### src/rtl/icache_pkg.sv
// Shared configuration, derived field widths and FSM encoding for the instruction cache.
package icache_pkg;
  localparam int NUM_SETS        = 8;
  localparam int WORDS_PER_BLOCK = 4;
  localparam int ADDR_W          = 10;

  localparam int OFFSET_W   = $clog2(WORDS_PER_BLOCK);
  localparam int INDEX_W    = $clog2(NUM_SETS);
  localparam int TAG_W      = ADDR_W - 2 - OFFSET_W - INDEX_W;
  localparam int MEM_ADDR_W = TAG_W + INDEX_W;
  localparam int BLOCK_W    = 32 * WORDS_PER_BLOCK;

  // Word 0 of a block sits in bits [31:0], matching the memory bus layout.
  typedef logic [WORDS_PER_BLOCK-1:0][31:0] block_t;

  typedef enum logic [1:0] {
    S_IDLE,
    S_MEM_READ,
    S_UPDATE
  } state_e;
endpackage

### src/rtl/icache_store.sv
// Valid/tag/data arrays of the direct-mapped cache: combinational hit and word
// select on the read side, synchronous block and tag writes from the refill FSM.
module icache_store
  import icache_pkg::*;
(
  input  logic                CLK,
  input  logic                RESET,
  input  logic [INDEX_W-1:0]  rd_index,
  input  logic [TAG_W-1:0]    rd_tag,
  input  logic [OFFSET_W-1:0] rd_offset,
  output logic                hit,
  output logic [31:0]         rd_word,
  input  logic                data_we,
  input  logic                tag_we,
  input  logic [INDEX_W-1:0]  wr_index,
  input  logic [TAG_W-1:0]    wr_tag,
  input  block_t              wr_block
);
  logic [NUM_SETS-1:0] valid_q, valid_d;
  logic [TAG_W-1:0]    tag_mem  [NUM_SETS];
  block_t              data_mem [NUM_SETS];

  always_comb begin
    valid_d = valid_q;
    if (tag_we) valid_d[wr_index] = 1'b1;
  end

  always_ff @(posedge CLK or posedge RESET) begin
    if (RESET) valid_q <= '0;
    else       valid_q <= valid_d;
  end

  // NOTE: the arrays are left unreset on purpose; a cleared valid bit already
  // hides whatever they hold, and a reset would stop them mapping onto RAM.
  always_ff @(posedge CLK) begin
    if (data_we) data_mem[wr_index] <= wr_block;
    if (tag_we)  tag_mem[wr_index]  <= wr_tag;
  end

  assign hit     = valid_q[rd_index] && (tag_mem[rd_index] == rd_tag);
  assign rd_word = data_mem[rd_index][rd_offset];
endmodule

### src/rtl/instr_cache.sv
// Direct-mapped read-only instruction cache with a three-state block refill FSM.
// Optional hit/miss counters are compiled in with ICACHE_STATS_EN.
module instr_cache
  import icache_pkg::*;
(
  input  logic                  CLK,
  input  logic                  RESET,
  input  logic [31:0]           PC,
  output logic [31:0]           INSTRUCTION,
  output logic                  BUSYWAIT,
  output logic                  MEM_READ,
  output logic [MEM_ADDR_W-1:0] MEM_ADDRESS,
  input  logic [BLOCK_W-1:0]    MEM_READDATA,
  input  logic                  MEM_BUSYWAIT
`ifdef ICACHE_STATS_EN
  ,
  output logic [31:0]           HIT_COUNT,
  output logic [31:0]           MISS_COUNT
`endif
);
  state_e              state_q, state_d;
  logic [INDEX_W-1:0]  miss_index_q, miss_index_d;
  logic [TAG_W-1:0]    miss_tag_q, miss_tag_d;
  logic [31:0]         instr_q, instr_d;

  logic [OFFSET_W-1:0] pc_offset;
  logic [INDEX_W-1:0]  pc_index;
  logic [TAG_W-1:0]    pc_tag;
  logic                pc_valid;
  logic                hit;
  logic [31:0]         rd_word;
  logic                data_we, tag_we;
  logic                unused_pc_bits;

  assign pc_offset      = PC[OFFSET_W+1:2];
  assign pc_index       = PC[INDEX_W+OFFSET_W+1:OFFSET_W+2];
  assign pc_tag         = PC[ADDR_W-1:ADDR_W-TAG_W];
  assign unused_pc_bits = ^PC[1:0];
  // The CPU parks its PC at 0xFFFFFFFC before starting; anything above ADDR_W is not a fetch.
  assign pc_valid       = !RESET && (PC[31:ADDR_W] == '0);

  icache_store u_store (
    .CLK      (CLK),
    .RESET    (RESET),
    .rd_index (pc_index),
    .rd_tag   (pc_tag),
    .rd_offset(pc_offset),
    .hit      (hit),
    .rd_word  (rd_word),
    .data_we  (data_we),
    .tag_we   (tag_we),
    .wr_index (miss_index_q),
    .wr_tag   (miss_tag_q),
    .wr_block (MEM_READDATA)
  );

  always_comb begin
    // NOTE: every output gets a default before the case, so no path can infer a latch.
    state_d      = state_q;
    miss_index_d = miss_index_q;
    miss_tag_d   = miss_tag_q;
    instr_d      = instr_q;
    INSTRUCTION  = instr_q;
    BUSYWAIT     = 1'b0;
    MEM_READ     = 1'b0;
    MEM_ADDRESS  = '0;
    data_we      = 1'b0;
    tag_we       = 1'b0;
    unique case (state_q)
      S_IDLE: begin
        if (pc_valid) begin
          if (hit) begin
            INSTRUCTION = rd_word;
            instr_d     = rd_word;
          end else begin
            BUSYWAIT     = 1'b1;
            miss_index_d = pc_index;
            miss_tag_d   = pc_tag;
            state_d      = S_MEM_READ;
          end
        end
      end
      S_MEM_READ: begin
        MEM_READ    = 1'b1;
        MEM_ADDRESS = {miss_tag_q, miss_index_q};
        BUSYWAIT    = 1'b1;
        if (!MEM_BUSYWAIT) begin
          data_we = 1'b1;
          state_d = S_UPDATE;
        end
      end
      S_UPDATE: begin
        BUSYWAIT = 1'b1;
        tag_we   = 1'b1;
        state_d  = S_IDLE;
      end
      default: state_d = S_IDLE;
    endcase
  end

  // NOTE: non-blocking assignments so every flop samples pre-edge values.
  always_ff @(posedge CLK or posedge RESET) begin
    if (RESET) begin
      state_q      <= S_IDLE;
      miss_index_q <= '0;
      miss_tag_q   <= '0;
      instr_q      <= '0;
    end else begin
      state_q      <= state_d;
      miss_index_q <= miss_index_d;
      miss_tag_q   <= miss_tag_d;
      instr_q      <= instr_d;
    end
  end

`ifdef ICACHE_STATS_EN
  logic [31:0] hit_count_q, hit_count_d;
  logic [31:0] miss_count_q, miss_count_d;

  // Both counters stick at all-ones instead of wrapping.
  always_comb begin
    hit_count_d  = hit_count_q;
    miss_count_d = miss_count_q;
    if (state_q == S_IDLE && pc_valid) begin
      if (hit && hit_count_q != '1)    hit_count_d  = hit_count_q + 32'd1;
      if (!hit && miss_count_q != '1) miss_count_d = miss_count_q + 32'd1;
    end
  end

  always_ff @(posedge CLK or posedge RESET) begin
    if (RESET) begin
      hit_count_q  <= '0;
      miss_count_q <= '0;
    end else begin
      hit_count_q  <= hit_count_d;
      miss_count_q <= miss_count_d;
    end
  end

  assign HIT_COUNT  = hit_count_q;
  assign MISS_COUNT = miss_count_q;
`endif
endmodule

### config.mk
export PLATFORM = sky130hd
export DESIGN_NAME = instr_cache
export DESIGN_NICKNAME = d
export VERILOG_FILES = /design/src/rtl/icache_pkg.sv /design/src/rtl/icache_store.sv /design/src/rtl/instr_cache.sv
export SDC_FILE = /design/constraint.sdc
export NUM_CORES = 1
export LEC_CHECK = 0
export BUFFER_PORTS_ARGS = -buffer_cell sky130_fd_sc_hd__buf_2
export CORE_ASPECT_RATIO = 0.7
export CORE_MARGIN = 1.5
export CORE_UTILIZATION = 36
export CTS_CLUSTER_DIAMETER = 100
export CTS_CLUSTER_SIZE = 28
export DETAILED_ROUTE_END_ITERATION = 8
export GPL_TIMING_DRIVEN = 0
export SETUP_SLACK_MARGIN = 0.2
export SYNTH_ARGS = -nofsm -noshare
export SYNTH_HDL_FRONTEND = slang
export SYNTH_SLANG_ARGS = --single-unit
### constraint.sdc
create_clock -name CLK -period 14.1 [get_ports CLK]
set_input_delay 2.82 -clock CLK [delete_from_list [all_inputs] [get_ports CLK]]
set_output_delay 2.82 -clock CLK [all_outputs]
set_load 0.005 [all_outputs]
**After elaboration in Yosys (flattened, before gate mapping)**

Memories as Yosys holds them, arrays and structs flattened.
Cells that the tools add are included.

- Logic and storage cells: 53
- Flip-flop bits (word level): 48
- Output and inout port bits: 40
- Input port bits: 163
- RAM bits: 1048
- Latch bits: 0
- ROM bits: 0
- Memories kept: 2

- Mux-type cells: 25
- Equal/unequal tests: 6
- Multiply operators: 0
- Bitwise operators: 2
- Order comparisons: 4
- Shifts and indexed selects: 0
- $add $sub $neg: 0
- Reduce and logical (&&, ||, !) cells: 9
- Div/mod/pow operators: 0

Memories:

| name | words | bits a word | rd ports | clocked after memory_dff | write ports | RTL line | text |
|---|---|---|---|---|---|---|---|
| u_store.data_mem | 8 | 128 | 1 | 0 | 1 | icache_store.sv:21 | `block_t data_mem [NUM_SETS];` |
| u_store.tag_mem | 8 | 3 | 1 | 0 | 1 | icache_store.sv:20 | `logic [TAG_W-1:0] tag_mem [NUM_SETS];` |

Operators by type and width:

| operator | count |
|---|---|
| 32-bit two-way mux | 4 |
| 32-bit binary-select mux with 2-bit select | 1 |
| 22-bit zero test | 1 |
| 1-bit two-way mux | 12 |
| 3-bit by 4-bit less-than comparator with 1-bit output, second input constant | 2 |
| 8-bit bitwise OR | 1 |
| 2-bit two-way mux | 3 |
| 6-bit two-way mux | 1 |
| 2-bit != test, second input constant | 3 |
| 3-bit AND reduction | 2 |
| 2-bit case mux with 2 select lines | 1 |
| 1-bit binary-select mux with 3-bit select | 1 |
| 1-bit demux with 3-bit select | 1 |
| 3-bit equality test | 1 |
| 3-bit by 1-bit >= comparator with 1-bit output, second input constant | 1 |
| 1-bit logical AND | 3 |
| 2-bit by 3-bit less-than comparator with 1-bit output, second input constant | 1 |
| 2-bit by 1-bit equality test with 1-bit output, second input constant | 1 |
| 2-bit equality test, second input constant | 1 |
| 2-bit zero test | 1 |
| 1-bit case mux with 2 select lines | 1 |
| 2-bit OR reduction | 1 |
| 1-bit zero test | 1 |
| 1-bit inverter | 1 |

**Logic depth before layout (Yosys ltp)**

Gate-level depths: netlist of run 1.

- Depth after elaboration: 6
- Depth in mapped cells: 10
- Mapped depth without buffers: 6

**By module**

A second synthesis of run 1 with hierarchy kept.

- Cells, all modules: 1868
- Area, all modules: 42233.0 µm²

By module, submodules not included:

| module | area an instance (µm²) | cells each | times used | sequential area each (µm²) |
|---|---|---|---|---|
| icache_store | 40508.9 | 1754 | 1 | 31670.4 |
| instr_cache | 1724.2 | 114 | 1 | 1001.0 |

**Worst setup path before layout of run 1**

Ideal clock, no wire load.

- Path kind: in2reg
- From: input port MEM_BUSYWAIT
- To: memory u_store.data_mem[0][0] (netlist name), enable pin
- Data required time: 13328 ps
- Library setup time: 772 ps
- Path buffers: 0
- Setup slack: 1377 ps
- Arrival: 11952 ps
- Stages on the path: 2
- Path through: or3b_2 nor3_1

- Cells in the longest elaborated chain, start to end: 4

RTL lines:

| what | RTL line | text |
|---|---|---|
| from (decl) | instr_cache.sv:14 | `input logic MEM_BUSYWAIT` |
| 1-bit two-way mux | instr_cache.sv:87 | `if (!MEM_BUSYWAIT) begin` |
| 1-bit two-way mux | instr_cache.sv:69 | `unique case (state_q)` |
| 1-bit two-way mux | icache_store.sv:36 | `if (data_we) data_mem[wr_index] <= wr_block;` |
| 1-bit two-way mux (not written as such) | icache_store.sv:36 |  |
| to (decl) | icache_store.sv:21 |  |

No other way between the ends.

**Final worst setup path of run 1**

- From: input port PC[5]
- To: output port INSTRUCTION[24]

- Cells in the longest elaborated chain, start to end: 6
- Elaborated cells between the ends (all ways): 11
- Classes of those cells: 1 x eq/ne; 7 x mux; 1 x reduce/logical; 2 x memory

RTL lines:

| what | RTL line | text |
|---|---|---|
| from (decl) | instr_cache.sv:8 | `input logic [31:0] PC,` |
| memory 8 x 128 bit, or another cell as far along | - |  |
| 32-bit binary-select mux with 2-bit select, or another cell as far along | icache_store.sv:41 | `assign rd_word = data_mem[rd_index][rd_offset];` |
| 32-bit two-way mux (not written as such) or 1-bit logical AND (tied branches) | icache_store.sv:41, icache_store.sv:40 |  |
| 32-bit two-way mux (*) | instr_cache.sv:72 | `if (hit) begin` |
| 32-bit two-way mux (*) | instr_cache.sv:71 | `if (pc_valid) begin` |
| 32-bit two-way mux (*) | - |  |
| to (decl) | instr_cache.sv:9 | `output logic [31:0] INSTRUCTION,` |

Every way passes the cells marked *; elsewhere a longest branch is shown, timed or not. The select of a mux whose other input is x is not followed.

==> results of run 1 <==
==> routing by layer <==
layer | GRT usage (%) | part of all wire [%] | vias to the layer above
li1 | - | - | 7757
met1 | 22.4 | 41 | 10200
met2 | 27.4 | 49 | 629
met3 | 4.02 | 7.1 | 161
met4 | 3.35 | 2.1 | 42
met5 | 0 | 0.26 | -
==> worst register-to-register path: cells and delay by family (launching register included) <==
kind / cells / cell delay (ns)
flip-flops: 1 / 0.41
multiplexers: 3 / 1.21
AND/OR/NAND/NOR: 2 / 0.22
buffers and inverters: 2 / 1.23
==> layout make-up <==
type / count / area share [%]
clock inverter: 4 / 0.130
timing repair buffer: 268 / 4.64
sequential: 1096 / 69.1
buffer: 85 / 0.847
antenna: 5 / 0.0265
multi-input combinational: 473 / 18.4
inverter: 4 / 0.0318
tap: 1537 / 4.07
clock buffer: 80 / 2.71
==> layout by cell type, fill, tap and decap left out, types with 3 or more instances in the layout <==
cell type / count
sky130_fd_sc_hd__buf_1: 12
sky130_fd_sc_hd__buf_16: 7
sky130_fd_sc_hd__inv_1: 3
sky130_fd_sc_hd__nor2_4: 6
sky130_fd_sc_hd__nor3_1: 3
sky130_fd_sc_hd__clkbuf_16: 46
sky130_fd_sc_hd__dfrtp_1: 48
sky130_fd_sc_hd__ha_1: 5
sky130_fd_sc_hd__nor4_1: 5
sky130_fd_sc_hd__buf_12: 32
sky130_fd_sc_hd__nand2_1: 3
sky130_fd_sc_hd__mux2_2: 72
sky130_fd_sc_hd__edfxtp_1: 1048
sky130_fd_sc_hd__or2_2: 10
sky130_fd_sc_hd__buf_6: 35
sky130_fd_sc_hd__xor2_1: 3
sky130_fd_sc_hd__mux4_2: 325
sky130_fd_sc_hd__mux2i_1: 12
sky130_fd_sc_hd__clkbuf_1: 73
sky130_fd_sc_hd__and2_1: 6
sky130_fd_sc_hd__buf_2: 221
sky130_fd_sc_hd__buf_4: 5
sky130_fd_sc_hd__diode_2: 5
sky130_fd_sc_hd__nand2b_1: 4
sky130_fd_sc_hd__nor2_1: 7
==> final timing paths <==
check / to / slack [ns] / cells after the start
max reg2reg: instr_q[10]$_DFF_PP0_ / 10.91 / 7
min: u_store.valid_q[6]$_DFFE_PP0P_ / 0.49 / 1
max in group asynchronous: instr_q[5]$_DFF_PP0_ / 11.21 / 3
min reg2reg: u_store.valid_q[6]$_DFFE_PP0P_ / 0.49 / 1
min in group asynchronous: instr_q[28]$_DFF_PP0_ / 2.26 / 2
max: INSTRUCTION[24] / 4.74 / 8
==> metrics by stage <==
step	setup slack, ns	TNS, ns	hold slack, ns	total power (W)	utilization, %
4_1_cts	4.70	0	0.485	0.00576	41.1
6_report	4.74	0	0.486	0.00571	41.1
3_3_place_gp	-8.35	-3036.68	0.447	0.00420	38.8
5_1_grt	4.64	0	0.508	0.00589	41.1
2_1_floorplan	1.38	0	0.434	0.00401	-
3_5_place_dp	4.69	0	0.461	0.00420	39.9
==> registers in the layout, summed over array words and instances, names as in the netlist <==
| signal | cells |
|---|---|
| u_store.data_mem | 1024 |
| miss_index_q | 3 |
| u_store.valid_q | 8 |
| state_q | 2 |
| u_store.tag_mem | 24 |
| miss_tag_q | 3 |
| instr_q | 32 |
==> cell families (layout without fill, tap and decap cells) <==
kind of cell | count (synthesis) | after routing | share of synthesized area, %
buf+inv | 89 | 441 | 0.995
xor+xnor | 3 | 3 | 0.0630
compound gates | 5 | 5 | 0.0959
simple gates | 51 | 51 | 0.662
mux | 409 | 409 | 19.8
other cells | 0 | 5 | 0
flops | 1096 | 1096 | 78.3
fa+ha+maj | 5 | 5 | 0.150
==> synth_stat cells <==
cell and n:
sky130_fd_sc_hd__edfxtp_1 1048, sky130_fd_sc_hd__mux4_2 325, sky130_fd_sc_hd__mux2_2 72, sky130_fd_sc_hd__dfrtp_1 48, sky130_fd_sc_hd__clkbuf_1 39, sky130_fd_sc_hd__buf_2 26
sky130_fd_sc_hd__nor2_1 13, sky130_fd_sc_hd__buf_1 12, sky130_fd_sc_hd__mux2i_1 12, sky130_fd_sc_hd__or2_2 10, sky130_fd_sc_hd__and2_1 6, sky130_fd_sc_hd__buf_6 5
sky130_fd_sc_hd__ha_1 5, sky130_fd_sc_hd__nor3_1 5, sky130_fd_sc_hd__nor4_1 5, sky130_fd_sc_hd__inv_1 4, sky130_fd_sc_hd__nand2b_1 4, sky130_fd_sc_hd__buf_4 3
sky130_fd_sc_hd__nand2_1 3, sky130_fd_sc_hd__xor2_1 3, sky130_fd_sc_hd__a2bb2oi_1 1, sky130_fd_sc_hd__a41oi_1 1, sky130_fd_sc_hd__and4_1 1, sky130_fd_sc_hd__nand3_1 1
sky130_fd_sc_hd__nand4_1 1, sky130_fd_sc_hd__nor2b_1 1, sky130_fd_sc_hd__o21ai_0 1, sky130_fd_sc_hd__o21ba_2 1, sky130_fd_sc_hd__o21bai_1 1, sky130_fd_sc_hd__or3b_2 1
==> power groups by stage <==
| stage | clock, W | sequential, W | combinational (W) |
|---|---|---|---|
| finish | 0.00160 | 0.00366 | 0.000453 |
| global route | 0.00174 | 0.00367 | 0.000485 |
| CTS | 0.00164 | 0.00366 | 0.000463 |
| detailed placement | 0 | 0.00374 | 0.000461 |
| global placement | 0 | 0.00379 | 0.000414 |
| floorplan | 0 | 0.00376 | 0.000248 |
==> parameters.txt, run 1 <==
Parameter                              Value

Clock network
  Maximum buffer depth of the clock tree    3
  Worst-skew pair later-pin latency    0.66 ns
  Clk sink count    between 1000 and 1500
  H-tree lvl count    2
  Quantity of gates resized following cts    0
  CTS hold repair buffers    0
  Buffers inserted by post-CTS timing repair    0
  Root buffer cell    sky130_fd_sc_hd__clkbuf_16
  Clock tree from TritonCTS    done
  CTS Buf Count    45
  Register clock-pin slew on the reported worst setup and hold paths    around 0.10 ns

Logic synthesis
  Cell type with the highest aggregate area in the netlist    sky130_fd_sc_hd__edfxtp_1
  Post-synthesis instance area    41700 um2
  Top-area cell type share of the netlist area    between 70% and 80%
  Post-Syn Nets    between 1500 and 2000
  Synth Area per Inst    ~25 um2
  Largest cells by area after synthesis    sky130_fd_sc_hd__edfxtp_1 75%, sky130_fd_sc_hd__mux4_2 18%, sky130_fd_sc_hd__dfrtp_1 2.9%
  Register area share after synthesis    between 70% and 80%
  Number of synthesis warnings    0
  Seq cells post-synth    roughly 1100
  Post-synthesis cell count    1658
  Netlist cell types    30

Worst setup path
  Cell with the biggest individual delay on the critical path    sky130_fd_sc_hd__buf_1
  Cell type group with the largest total delay on the critical path    buffers and inverters
  CP startpoint kind    primary input
  Arrival time reported for the critical path endpoint    roughly 6.5 ns
  Setup crit start    PC[5]
  Data required time of the worst path    roughly 11 ns
  Startpoint-to-endpoint class of the critical path    in2out
  Worst reg2reg startpoint    u_store.valid_q[1]$_DFFE_PP0P_
  Critical Path Sink Type    primary output
  Combined buffer and inverter count along the critical path    4
  Worst path cell trace    buf_2, buf_1, buf_1, mux4_2, mux4_2, mux2_2, mux2_2, buf_2
  Critical Path Fanout Max    10
  Biggest cell delay along the critical path    0.89 ns

STA
  Clock skew    0.0420 ns
  Tightest Pin Transition    around 1.2 ns
  Final count of negative-setup-slack endpoints    0
  Rel. slew slack    between 15 and 20%
  Number of hold violations in the final report    0
  Final critical-path required period    9.36 ns
  Post-route clock period utilization    between 60% and 70%
  F_max    0.107 GHz
  Slew Viols, Final    0
  Unrepaired setup endpoints after global routing    no

Layout
  Non-filler cells, final    about 3600
  Fin nets    roughly 2100
  Number of filler instances in the final layout    roughly 9900
  Layout Area Growth over Synthesis    13.2%
  Final std cell area, no fill    47300 um2
  Area used by multi-input combinational logic    approximately 8700 um2
  Sequential Area    between 30000 and 40000 um2
  Share of post-route cells with drive strength above 1    between 30% and 40%

Floorplanning
  X dimension of the die    between 400 and 500 um
  Overall die height    roughly 290 um
  Standard cell core area    115000 um2
  Starting utilization of the core area    between 30% and 40%
  Die area    118000 um2
  Number of placement rows    between 100 and 150
  Ports placed on the boundary    203

GRT
  GRT Util Overall    16.5%
  Largest net degree at the start of global routing    30
  Total overflow reported by the global router    0
  Initial antenna violation count    between 40 and 50
  Wire length of the first global-routing pass    roughly 140 mm
  Via count of the first global-routing pass    between 15000 and 20000

Power and ir drop
  Static Leakage    between 15 and 20 nW
  Switching power of the nets    ~0.0012 W
  Internal power    between 0.004 and 0.005 W
  Power per standard cell area    approximately 120 nW/um2
  Largest vdd supply drop    between 0.0001 and 0.00015 V
  Logic pwr share    just under 8%
  Share of total power in sequential cells    between 60% and 70%
  Switching part of the total    between 20% and 30%
  Clock share of power    between 20% and 30%

Detailed routing
  Routed Antenna Nets    0
  DRC violations left    0
  Drt total wl    roughly 98 mm
  Number of vias per cell    ~5.3
  Violation count after the first detailed-routing iteration    1959
  Vias    ~19000
  Average wire per standard cell    between 20 and 30 um
  Detailed-router iteration count before antenna repair    5

Run status
  Run status    completed

Flow run
  Max Cap Viol    0

Worst hold path
  Worst hold path startpoint    u_store.valid_q[6]$_DFFE_PP0P_
  Class of the most critical hold timing path    reg2reg

Placed design
  Cells after DPL    ~3500
  Detailed Place HPWL    67.5 mm
  Number of I/O port buffers    195
  Area after DPL    45900 um2
  Final RePlAce weighted congestion    around 0.75
Note: power is estimated with default switching activity, not from simulation.
==> run 2: changes to the inputs <==
--- a/config.mk
+++ b/config.mk
@@ -5,6 +5,7 @@
 export SDC_FILE = /design/constraint.sdc
 export NUM_CORES = 1
 export LEC_CHECK = 0
+export ABC_AREA = 1
 export BUFFER_PORTS_ARGS = -buffer_cell sky130_fd_sc_hd__buf_2
 export CORE_ASPECT_RATIO = 0.7
 export CORE_MARGIN = 1.5
==> constraint.sdc (replaced) <==
create_clock -name CLK -period 7.9 [get_ports CLK]
set_input_delay 1.58 -clock CLK [delete_from_list [all_inputs] [get_ports CLK]]
set_output_delay 1.58 -clock CLK [all_outputs]
set_load 0.005 [all_outputs]
==> run 2 against run 1 <==
Net effect: register-to-register slack lost 6.7 ns; clock skew shrank 0.0057 ns; cell count grew 49%; first-iteration DRC count grew to 2.6 times the previous value; setup slack lost 3.6 ns; clock power grew 79%; combinational power grew 130%; design area grew 3.1%; sequential power grew 79%; synthesized area grew 4.0%; sequential share of layout area shrank 2.1 points.
==> parameters.txt, run 2 <==
Parameter                              Value

Layout
  Number of flip-flops under the largest register name    1024 (unchanged)
  Share of the core filled with cells in the final layout    40.8% (-0.32 points)
  Share of post-route cells with drive strength above 1    10.7% (-28 points)
  Largest regs    u_store.data_mem (1024), instr_q (32), u_store.tag_mem (24)
  Largest Register    u_store.data_mem
  Commonest non-fill, non-tap cell in the layout    sky130_fd_sc_hd__edfxtp_1
  Most frequent cells in the layout    1048 x sky130_fd_sc_hd__edfxtp_1, 785 x sky130_fd_sc_hd__nor2_1, 416 x sky130_fd_sc_hd__o21ai_0, 256 x sky130_fd_sc_hd__o211ai_1, 255 x sky130_fd_sc_hd__buf_2
  Layout Area Growth over Synthesis    12.3%
  Fin nets    3818 (+78%)
  Final std cell area, no fill    48700 um2 (+3.1%)

Detailed routing
  Met3 wire length    16.7 mm (+140%)
  Drt total wl    140 mm (+43%)
  DRC violations left    0 (unchanged)
  Number of vias per cell    5.51 (+4.2%)
  Average wire per standard cell    26.4 um (-4.3%)
  Detailed-router iteration count before antenna repair    5 (unchanged)
  Highest layer used for signal routing    met5
  Met2 Routed Length    60.3 mm (+25%)
  Routed Antenna Nets    0 (unchanged)
  Violation count after the first detailed-routing iteration    5017 (+160%)
  Metal1 wirelength    59.5 mm (+47%)
  Vias    29200 (+56%)

Logic synthesis
  Top-area cell type share of the netlist area    72.5% (-2.9 points)
  Number of enable-type register cells in the synthesized netlist    1048 (unchanged)
  Post-synthesis instance area    43400 um2 (+4.0%)
  Largest cells by area after synthesis    sky130_fd_sc_hd__edfxtp_1 73%, sky130_fd_sc_hd__nor2_1 6.9%, sky130_fd_sc_hd__o21ai_0 4.8%
  Most instantiated library cell after synthesis    sky130_fd_sc_hd__edfxtp_1
  Netlist cell types    23 (-23%)
  Seq cells post-synth    1096 (unchanged)
  Post-synthesis cell count    3362 (+100%)
  Post-Syn Nets    3530 (+93%)
  Cell type with the highest aggregate area in the netlist    sky130_fd_sc_hd__edfxtp_1
  Commonest cells in the synthesized netlist    1048 x sky130_fd_sc_hd__edfxtp_1, 793 x sky130_fd_sc_hd__nor2_1, 416 x sky130_fd_sc_hd__o21ai_0
  Number of synthesis warnings    0 (unchanged)
  Async set-or-reset flop fraction in the synthesized netlist    4.38% (unchanged)
  Register area share after synthesis    75.3% (-3.0 points)
  Synth Flop Type    sky130_fd_sc_hd__edfxtp_1
  Synth Area per Inst    12.9 um2 (-49%)

Clock network
  Clk sink count    1096 (unchanged)
  Worst-skew pair later-pin latency    0.66 ns (about the same)
  Maximum buffer depth of the clock tree    3 (unchanged)
  Clock tree from TritonCTS    done
  Register clock-pin slew on the reported worst setup and hold paths    0.12 ns (+0.02 ns)
  CTS Buf Count    45 (unchanged)
  CTS hold repair buffers    0 (unchanged)
  Buffers inserted by post-CTS timing repair    0 (unchanged)
  H-tree lvl count    2 (unchanged)
  Quantity of gates resized following cts    0 (unchanged)
  Root buffer cell    sky130_fd_sc_hd__clkbuf_16

Floorplanning
  Starting utilization of the core area    36.3% (about the same)
  Ports placed on the boundary    203 (unchanged)
  Number of placement rows    106 (+1.9%)
  X dimension of the die    418 um (+2.0%)
  Standard cell core area    119000 um2 (+3.9%)
  Overall die height    294 um (+1.9%)
  Die area    123000 um2 (+3.9%)

STA
  F_max    between 0.1 and 0.15 GHz
  Final critical-path required period    roughly 6.7 ns
  Unrepaired setup endpoints after global routing    no
  Setup slack of the critical path after layout    1.16 ns (-3.58 ns)
  Rel. slew slack    7.79% (-8.9 points)
  Number of hold violations in the final report    0 (unchanged)
  Tightest Pin Transition    1.38 ns (+0.134 ns)
  Slew Viols, Final    0 (unchanged)
  Clock skew    0.0363 ns (-0.00570 ns)
  Post-route clock period utilization    between 80% and 90%
  Setup total negative slack    0 ns (unchanged)
  Final count of negative-setup-slack endpoints    0 (unchanged)

Worst setup path
  Startpoint-to-endpoint class of the critical path    in2out
  CP startpoint kind    primary input
  Critical Path Sink Type    primary output
  Data required time of the worst path    6.32 ns (-4.96 ns)
  Arrival time reported for the critical path endpoint    5.16 ns (-1.38 ns)
  Critical Path Fanout Max    10 (unchanged)

GRT
  Total overflow reported by the global router    0 (unchanged)
  Wire length of the first global-routing pass    197 mm (+40%)
  Via count of the first global-routing pass    26800 (+38%)
  Largest net degree at the start of global routing    35 (+17%)
  Initial antenna violation count    40 (-17%)
  GRT Util Overall    22.4% (+5.8 points)

Placed design
  Detailed Place HPWL    97.6 mm (+45%)
  Setup Slack @ Placement    1.26 ns (-3.43 ns)
  Number of I/O port buffers    196 (+0.51%)
  Final RePlAce weighted congestion    0.881 (+18%)
  Area after DPL    47400 um2 (+3.3%)

Flow run
  Max Cap Viol    0 (unchanged)

Power and ir drop
  Largest vdd supply drop    0.000148 V (+21%)
  Static Leakage    15.9 nW (+5.9%)
  Power per standard cell area    214 nW/um2 (+77%)
  Total power after layout    0.0104 W (+83%)

Worst hold path
  Class of the most critical hold timing path    reg2reg

Run status
  Run status    completed
[run 2: cell types whose count changed after synthesis, moves of 72 or more]
cell / delta
sky130_fd_sc_hd__nand3_1: +223
sky130_fd_sc_hd__nor2_1: +780
sky130_fd_sc_hd__o21ai_1: +134
sky130_fd_sc_hd__o21ai_0: +415
sky130_fd_sc_hd__clkbuf_1: +92
sky130_fd_sc_hd__nand2_1: +133
sky130_fd_sc_hd__o211ai_1: +256
sky130_fd_sc_hd__mux2_2: -72
sky130_fd_sc_hd__mux4_2: -325
[run 2: metrics by stage]
step / hold slack (ns) / std cells
6_report: 0.478 / 5306
5_1_grt: 0.495 / 5303
4_1_cts: 0.481 / 5296
3_5_place_dp: 0.454 / 5223
3_3_place_gp: 0.450 / 5178
2_1_floorplan: 0.439 / 3362
[run 2: power breakdown]
| part | total, W | internal [W] | leakage (nW) | switching [W] |
|---|---|---|---|---|
| Clock | 0.00286 | 0.00109 | 0.598 | 0.00177 |
| Sequential | 0.00654 | 0.00650 | 10.1 | 0.0000315 |
| Combinational | 0.00104 | 0.000275 | 5.16 | 0.000762 |
[run 2: worst max-delay path, cell delays in order]
cell,delay (ns)
sky130_fd_sc_hd__buf_2,0.21
sky130_fd_sc_hd__inv_1,0.24
sky130_fd_sc_hd__clkbuf_1,0.98
sky130_fd_sc_hd__clkbuf_1,0.88
sky130_fd_sc_hd__o211ai_1,0.21
sky130_fd_sc_hd__nand3_1,0.34
sky130_fd_sc_hd__nand3_1,0.16
sky130_fd_sc_hd__nand2_1,0.10
sky130_fd_sc_hd__o21ai_1,0.21
sky130_fd_sc_hd__buf_2,0.21
[run 2: layout make-up]
type / instances / area, um2
Multi-Input combinational cell: 1982 / 9520
Fill cell: 11100 / 70800
Clock buffer: 72 / 1230
Tap cell: 1620 / 2030
Inverter: 52 / 198
Buffer: 232 / 1070
Timing Repair Buffer: 241 / 1950
Antenna cell: 10 / 25.0
Sequential cell: 1096 / 32700
Clock inverter: 1 / 30.0
[run 2: routing by layer]
metal / up-vias / track usage [%]
met5: - / 0
met1: 14600 / 33.0
met2: 1657 / 32.6
met3: 189 / 5.58
li1: 12800 / -
met4: 20 / 6.04
[run 2: logic make-up after synthesis]
group | count (synthesis) | synth area share (%)
compound gates | 808 | 10.8
fa+ha+maj | 5 | 0.144
buf+inv | 284 | 2.93
flops | 1096 | 75.3
simple gates | 1169 | 10.9
[run 2: final timing paths]
kind	from	end	slack, ns	cells past startpoint
worst max-delay path	PC[6]	INSTRUCTION[25]	1.16	10
worst min-delay path	u_store.valid_q[2]$_DFFE_PP0P_	u_store.valid_q[2]$_DFFE_PP0P_	0.48	1
worst max register to register	state_q[1]$_DFFE_PP0P_	u_store.data_mem[7][69]$_DFFE_PP_	4.17	11
worst min register to register	u_store.valid_q[2]$_DFFE_PP0P_	u_store.valid_q[2]$_DFFE_PP0P_	0.48	1
max in group asynchronous	RESET	instr_q[17]$_DFF_PP0_	6.38	3
min in group asynchronous	RESET	miss_tag_q[1]$_DFFE_PP0P_	0.90	2
